==> src/rtl/pipe_ctl.sv <==
`timescale 1ns/1ps
// pipe_ctl: IF-stage decode, lockstep ID/EX/MEM/WB control flags and the IF stall unit of a 5-stage MIPS core.
// Define PIPE_FWD_EN to build the EX-stage forwarding unit; without it every pending RAW hazard stalls IF.
module pipe_ctl #(
  parameter int BR_BUBBLES = 1,
  parameter int RA_W       = 5
) (
  input  logic        clk,
  input  logic        rst,
  input  logic [31:0] ins,
  output logic        f_choke,
  output logic        f_jmp,
  output logic        f_branch,
  output logic        f_rd,
  output logic        f_alus,
  output logic        f_aluo,
  output logic [1:0]  fwd_a,
  output logic [1:0]  fwd_b,
  output logic        f_mw,
  output logic        f_rw,
  output logic        f_m2r
);
  localparam logic [5:0] OP_R    = 6'b000000;
  localparam logic [5:0] OP_ADDI = 6'b001000;
  localparam logic [5:0] OP_LW   = 6'b100011;
  localparam logic [5:0] OP_SW   = 6'b101011;
  localparam logic [5:0] OP_BEQ  = 6'b000100;
  localparam logic [5:0] OP_J    = 6'b000010;
  localparam logic [1:0] BB      = 2'(BR_BUBBLES);

  typedef logic [RA_W-1:0] ra_t;
  typedef struct packed { logic rd, branch, alus, aluo, mw, rw, m2r; ra_t rs, rt, wa; } id_t;
  typedef struct packed { logic alus, aluo, mw, rw, m2r; ra_t rs, rt, wa; } ex_t;
  typedef struct packed { logic mw, rw, m2r; ra_t wa; } mem_t;
  typedef struct packed { logic rw, m2r; ra_t wa; } wb_t;

  id_t        dec, id;
  ex_t        ex;
  mem_t       mem;
  wb_t        wb;
  logic       rd_rs, rd_rt, is_j;
  logic       ld_use, raw_stall, br_stall;
  logic [1:0] bcnt;
  logic       unused_ins;

  assign unused_ins = ^ins[10:0];

  always_comb begin
    dec    = '0;
    rd_rs  = 1'b0;
    rd_rt  = 1'b0;
    is_j   = 1'b0;
    dec.rs = RA_W'(ins[25:21]);
    dec.rt = RA_W'(ins[20:16]);
    dec.wa = (ins[31:26] == OP_R) ? RA_W'(ins[15:11]) : RA_W'(ins[20:16]);
    case (ins[31:26])
      OP_R:    begin dec.rd = 1'b1; dec.rw = 1'b1; rd_rs = 1'b1; rd_rt = 1'b1; end
      OP_ADDI: begin dec.alus = 1'b1; dec.rw = 1'b1; rd_rs = 1'b1; end
      OP_LW:   begin dec.alus = 1'b1; dec.rw = 1'b1; dec.m2r = 1'b1; rd_rs = 1'b1; end
      OP_SW:   begin dec.alus = 1'b1; dec.mw = 1'b1; rd_rs = 1'b1; rd_rt = 1'b1; end
      OP_BEQ:  begin dec.branch = 1'b1; dec.aluo = 1'b1; rd_rs = 1'b1; rd_rt = 1'b1; end
      OP_J:    is_j = 1'b1;
      default: ;
    endcase
  end

  // bcnt != 0 covers both the cycle the beq sits in ID and the trailing bubbles.
  assign br_stall = (bcnt != 2'd0);
  assign ld_use   = id.m2r && (id.wa != '0) &&
                    ((rd_rs && dec.rs == id.wa) || (rd_rt && dec.rt == id.wa));

`ifdef PIPE_FWD_EN
  function automatic logic [1:0] fsel(input ra_t r, input logic m_rw, input ra_t m_wa,
                                      input logic w_rw, input ra_t w_wa);
    if (m_rw && m_wa != '0 && m_wa == r)      return 2'b01;
    else if (w_rw && w_wa != '0 && w_wa == r) return 2'b10;
    else                                      return 2'b00;
  endfunction

  assign raw_stall = 1'b0;
  assign fwd_a     = fsel(ex.rs, mem.rw, mem.wa, wb.rw, wb.wa);
  assign fwd_b     = fsel(ex.rt, mem.rw, mem.wa, wb.rw, wb.wa);
`else
  logic unused_fwd;

  // WB is left out: the register file writes in the first half-cycle.
  function automatic logic pend(input ra_t r, input logic i_rw, input ra_t i_wa,
                                input logic e_rw, input ra_t e_wa, input logic m_rw, input ra_t m_wa);
    return (r != '0) && ((i_rw && i_wa == r) || (e_rw && e_wa == r) || (m_rw && m_wa == r));
  endfunction

  assign raw_stall  = (rd_rs && pend(dec.rs, id.rw, id.wa, ex.rw, ex.wa, mem.rw, mem.wa)) ||
                      (rd_rt && pend(dec.rt, id.rw, id.wa, ex.rw, ex.wa, mem.rw, mem.wa));
  assign fwd_a      = 2'b00;
  assign fwd_b      = 2'b00;
  assign unused_fwd = ^{ex.rs, ex.rt, wb.wa};
`endif

  assign f_choke  = br_stall | ld_use | raw_stall;
  assign f_jmp    = is_j & ~f_choke;
  assign f_branch = id.branch;
  assign f_rd     = id.rd;
  assign f_alus   = ex.alus;
  assign f_aluo   = ex.aluo;
  assign f_mw     = mem.mw;
  assign f_rw     = wb.rw;
  assign f_m2r    = wb.m2r;

  always_ff @(posedge clk or negedge rst) begin
    if (!rst) begin
      bcnt <= 2'd0;
    end else if (f_choke) begin
      if (br_stall) bcnt <= bcnt - 2'd1;
    end else if (dec.branch) begin
      bcnt <= BB;
    end
  end

  always_ff @(posedge clk or negedge rst) begin
    if (!rst) begin
      id  <= '0;
      ex  <= '0;
      mem <= '0;
      wb  <= '0;
    end else begin
      id  <= f_choke ? id_t'('0) : dec;
      ex  <= '{alus: id.alus, aluo: id.aluo, mw: id.mw, rw: id.rw, m2r: id.m2r,
               rs: id.rs, rt: id.rt, wa: id.wa};
      mem <= '{mw: ex.mw, rw: ex.rw, m2r: ex.m2r, wa: ex.wa};
      wb  <= '{rw: mem.rw, m2r: mem.m2r, wa: mem.wa};
    end
  end
endmodule
==> config.mk <==
export PLATFORM = sky130hd
export DESIGN_NAME = pipe_ctl
export DESIGN_NICKNAME = d
export VERILOG_FILES = /design/src/rtl/pipe_ctl.sv
export SDC_FILE = /design/constraint.sdc
export NUM_CORES = 1
export LEC_CHECK = 0
export CAP_MARGIN = 20
export CELL_PAD_IN_SITES_DETAIL_PLACEMENT = 0
export CELL_PAD_IN_SITES_GLOBAL_PLACEMENT = 1
export CORE_ASPECT_RATIO = 1.1
export CORE_MARGIN = 4
export CORE_UTILIZATION = 40
export CTS_CLUSTER_DIAMETER = 150
export DETAILED_ROUTE_END_ITERATION = 12
export GPL_TIMING_DRIVEN = 0
export PLACE_DENSITY = 0.82
export SYNTH_ARGS = -nofsm -noshare
export SYNTH_HDL_FRONTEND = slang
export SYNTH_SLANG_ARGS = --single-unit
==> constraint.sdc <==
create_clock -name clk -period 5 [get_ports clk]
set_input_delay 1 -clock clk [delete_from_list [all_inputs] [get_ports clk]]
set_output_delay 1 -clock clk [all_outputs]
set_load 0.005 [all_outputs]
==> results_dict.tcl <==
set metrics [dict create \
    synth_area_sq_um 1700 \
    core_sq_um 4020 \
    pin_count 47 \
    drv_cap 0 \
    fin_setup_tns_ns 0 \
    stdcell_count 236 \
    power.total_w 0.000827 \
    synthTopCellsByCount "33 x dfrtp_1, 22 x xnor2_1, 10 x nor3_2" \
    min_path_type "reg -> reg" \
    grt_max_degree 34 \
    routed_wl_um 3390 \
    ys_warn_count 0 \
    finClkSkew_ns 0.00225 \
    ir_worst_vdd_mv 0.157 \
    synth_top_area_share_pct 48.7 \
    antenna_found_initial 0 \
    powerDensity_nw_per_um2 378 \
    worst_ep_required_time_ns 4.00 \
    path_max_fanout 10 \
    start_kind "input pin" \
    yosysUniqueCellTypes 37 \
    synth_most_common_cell "dfrtp_1" \
    setup_violations 0 \
    cts_hold_buf 0 \
    cts_buffer_depth 2 \
    clkLatencyLatePin_ns 0.27 \
    slew_violations 0 \
    antenna_left 0 \
    dp.cells 228 \
    finalHoldViolCount 0 \
    max_freq_mhz 225 \
    place_area_sq_um 2070 \
    top_layer_used "met4" \
    portBuffers 30 \
    nNetsFinal 218 \
    dr_total_vias 1179 \
    die_width_um 70.1 \
    firstDrtPassIters 6 \
    cts_buffers 5 \
    setup.worst_path.end_class "output port" \
    grtUsageTotal_pct 13.5 \
    synth.area.top_cells "dfrtp_1 49%, xnor2_1 11%, nor3_2 5.9%" \
    num_antenna_cells 0 \
    start_util_pct 42.2 \
    clkSlewWorstSetupHoldPaths_ns 0.06 \
    dieArea_sq_um 5350 \
    ys.flop_type "dfrtp_1" \
    grt_pass1_vias 1232 \
    viasPerCell 5.00 \
    routabilityCongestion 0.816 \
    post_cts_resized 0 \
    hpwl_um 2710 \
    fill_cells 378 \
    crit_type "in -> out" \
    clock-sinks 33 \
    arrival_ns 3.45 \
    wl_met2_um 1790 \
    grt_overflow 0 \
    syn_avg_cell_area_sq_um 11.9 \
    num_rows 24 \
    whs_ns 0.349 \
    synth_edf_count 0 \
    synth_top_cell_by_area "dfrtp_1" \
    fin_crit_sh_pct 88.9 \
    ys_ff_latch 33 \
    leakage_nw 0.935 \
    drive_gt1_share_pct 17.9 \
    drc_errors 0 \
    post_cts_buffers 0 \
    dieHeight_um 76.3 \
    wl_per_cell_um 14.4 \
    wl_met3_um 120 \
    ys_async_sr_fraction_pct 100 \
    htreeDepth 2 \
    slew_headroom_pct 53.5 \
    rsz0062_at_grt "false" \
    cts_root_buf "clkbuf_8" \
    status "finished clean" \
    drt-met1-wl_um 1430 \
    period_minus_slack_ns 4.45 \
    drt_iter0_drc 38 \
    netlist_instances 143 \
    ys_seq_area_share_pct 48.7 \
    cts_tree "done" \
    fin_area_sq_um 2180 \
    grt_pass1_wl_um 5730 \
    syn2layout_area_growth_pct 28.8 \
    tightest_slew_ns 0.697 \
]
-- per-layer routing --
metal	vias to the layer above	global-route usage, %
li1	569	-
met1	579	16.4
met2	26	23.2
met3	5	2.90
met4	0	5.17
met5	-	0
-- through the flow --
stage                     setup slack, ns  utilization (%)
final                               0.554             54.3
after global routing                0.384             54.3
after CTS                           0.527             54.3
after detailed placement            0.538             51.4
after global placement              0.568             51.5
after floorplan                      1.76                -
-- final cells by class --
type | count | area, sq um | area share (%)
buffer | 7 | 50.0 | 2.29
clock buffer | 7 | 86.3 | 3.95
clock inverter | 1 | 30.0 | 1.37
inverter | 5 | 18.8 | 0.859
multi-input combinational | 101 | 813 | 37.2
sequential | 33 | 826 | 37.8
tap | 52 | 65.1 | 2.98
timing repair buffer | 30 | 295 | 13.5
-- worst paths after layout --
| path | endpoint | slack, ns | startpoint | cells past startpoint |
|---|---|---|---|---|
| setup reg to reg | id[3] | 3.09 | mem[0] | 6 |
| setup / recovery | f_jmp | 0.55 | ins[17] | 9 |
| hold / removal | f_m2r | 0.35 | mem[5] | 0 |
| max in group asynchronous | ex[15] | 3.78 | rst | 1 |
| min in group asynchronous | f_alus | 0.77 | rst | 1 |
| hold reg to reg | f_m2r | 0.35 | mem[5] | 0 |
-- registers in the layout, indices dropped and copies added, names as in the netlist --
signal,count
f_rw,1
f_m2r,1
f_rd,1
f_aluo,1
id,10
mem,7
f_mw,1
ex,8
f_alus,1
bcnt,2
-- power by group --
group / leakage, nW / switching (W) / total [W] / internal [W]
sequential: 0.448 / 0.0000439 / 0.000355 / 0.000312
clock: 0.0585 / 0.0000889 / 0.000251 / 0.000162
combinational: 0.428 / 0.000104 / 0.000220 / 0.000116
total: 0.935 / 0.000237 / 0.000827 / 0.000589
-- critical path, stage by stage --
cell and delay, ns:
clkdlybuf4s50_1 0.57, or4_1 0.58, nor2_1 0.12, nor3_1 0.07, o21ai_2 0.08, o211ai_2 0.16, buf_6 0.19, nor3_2 0.17
clkdlybuf4s50_1 0.52
-- placed cells by master, fill, tap and decap left out, types with 2 or more instances in the layout --
cell,count
xnor2_1,22
mux2i_1,6
nor4_1,4
buf_4,4
buf_2,2
xor2_1,9
nand3_1,3
a21oi_1,3
nor3_1,4
nor4_4,2
nor2_1,4
inv_1,5
clkbuf_1,2
clkdlybuf4s50_1,29
dfrtp_1,33
conb_1,4
nand2_1,8
or4_1,3
nor3_2,10
clkbuf_8,6
nand4_1,2
-- logic make-up (layout without fill, tap and decap cells) --
kind of cell             Yosys count  count (layout)  share of synthesized area, %
multiplexers                       6               6                          3.54
AND/OR/NAND/NOR                   46              46                          19.5
flip-flops                        33              33                          48.7
other                              1               4                         0.221
XOR/XNOR                          31              31                          16.0
adder cells (fa/ha/maj)            1               1                         0.737
buffers and inverters             12              50                          4.06
AO/OA/AOI/OAI                     13              13                          7.23
Power figures use the tool's default switching activity.
==> RTL change (same settings) <==
The option `PIPE_FWD_EN` is turned on by a define.
--- a/src/rtl/pipe_ctl.sv
+++ b/src/rtl/pipe_ctl.sv
@@ -3,2 +3,4 @@
 // Define PIPE_FWD_EN to build the EX-stage forwarding unit; without it every pending RAW hazard stalls IF.
+`define PIPE_FWD_EN
+
 module pipe_ctl #(
Check against the original RTL: not equivalent (Yosys sat finds a counterexample within 4 cycles, from zero or initial values and one cycle with rst low).
==> RTL change against the unedited design <==
Setup slack better by 0.38 ns. Core utilization is 0.47 points higher. Cell area rose by 37%. Sequential cell count rose by 25. Area after synthesis grew 35%. Routed wire length grew 17%. Clock power rose by 100%. Total power up 32%. Critical path type unchanged. Highest routed layer unchanged.
==> RTL change: results <==
set metrics [dict create \
    grt_usage_pct 13.1 \
    worstSkewPairLatency_ns 0.32 \
    syn_inst 166 \
    final.fill_count 495 \
    place_congestion 0.846 \
    dr_wl_met2_mm 2.04 \
    signal_buffers 42 \
    dr.pass1.iters 4 \
    met2_usage_pct 22.1 \
    synth-compound-area-share_pct 3.00 \
    pwr-share-comb_pct 6.7 \
    status "finished, final reports clean" \
    layout.nonclk_buf_share_pct 13.4 \
    ys_seq_area_share_pct 63.3 \
    synthXorXnorAreaFrac_pct 11.5 \
    nMultiInputCombCells 102 \
    io_buffers 35 \
    arrival_ns 3.06 \
    yosys-top-cells-area "dfrtp_1 (63%), xor2_1 (9.2%), and4_1 (4.2%)" \
    intPower_mw 0.858 \
    placedCellCount 277 \
    cts_sinks 58 \
    synthAdderAreaFrac_pct 0 \
    top_regs "id (20), ex (18), mem (7)" \
    tightest_slew_ns 0.461 \
    grt.met3_usage_pct 4.66 \
    drt-vias-per-instance 4.83 \
    dieArea_mm2 0.00701 \
    n_clock_buffer 9 \
    ir_worst_vdd_uv 248 \
    p_seq_mw 0.505 \
    routed-via-count 1414 \
    dpl_cell_area_mm2 0.00275 \
    multiInputGateArea_um2 805 \
    pre_cts_ws_ns 0.951 \
    fin_nets 247 \
    slowest_delay_ns 0.60 \
    pwr-share-seq_pct 46.4 \
    dpl.hpwl_mm 2.97 \
    skew_ns 0.00670 \
    grt_max_degree 45 \
    critPathSlowestCell "clkdlybuf4s50_1" \
    wl_met3_um 181 \
    wl_met1_mm 1.64 \
    ys_types 33 \
    p_per_area_mw_per_mm2 364 \
    met1_usage_pct 14.5 \
    grt_pass1_wl_mm 6.73 \
    clk_share_pct 8.07 \
    drtIter0Drc 46 \
    drive_gt1_share_pct 16.1 \
    synth_mux_area_share_pct 2.18 \
]
==> RTL change: cell count changes in the layout (fill, tap and decap cells not counted), moves of 4 or more <==
cell	delta
xor2_1	+15
nor4_1	+9
nor3_2	-10
xnor2_1	-16
conb_1	-4
nand2_1	-6
clkdlybuf4s50_1	+5
inv_1	-5
and4_1	+11
dfrtp_1	+25
==> RTL change: path summary, 6_finish.rpt <==
kind	to	slack [ns]	startpoint	cells past startpoint
worst min register to register	ex[5]$_DFF_PN0_	0.35	id[5]$_DFF_PN0_	0
max in group asynchronous	ex[14]$_DFF_PN0_	3.89	rst	2
min in group asynchronous	ex[17]$_DFF_PN0_	0.58	rst	1
worst max-delay path	f_jmp	0.94	ins[27]	7
worst min-delay path	ex[5]$_DFF_PN0_	0.35	id[5]$_DFF_PN0_	0
worst max register to register	id[7]$_DFF_PN0_	3.29	id[3]$_DFF_PN0_	5
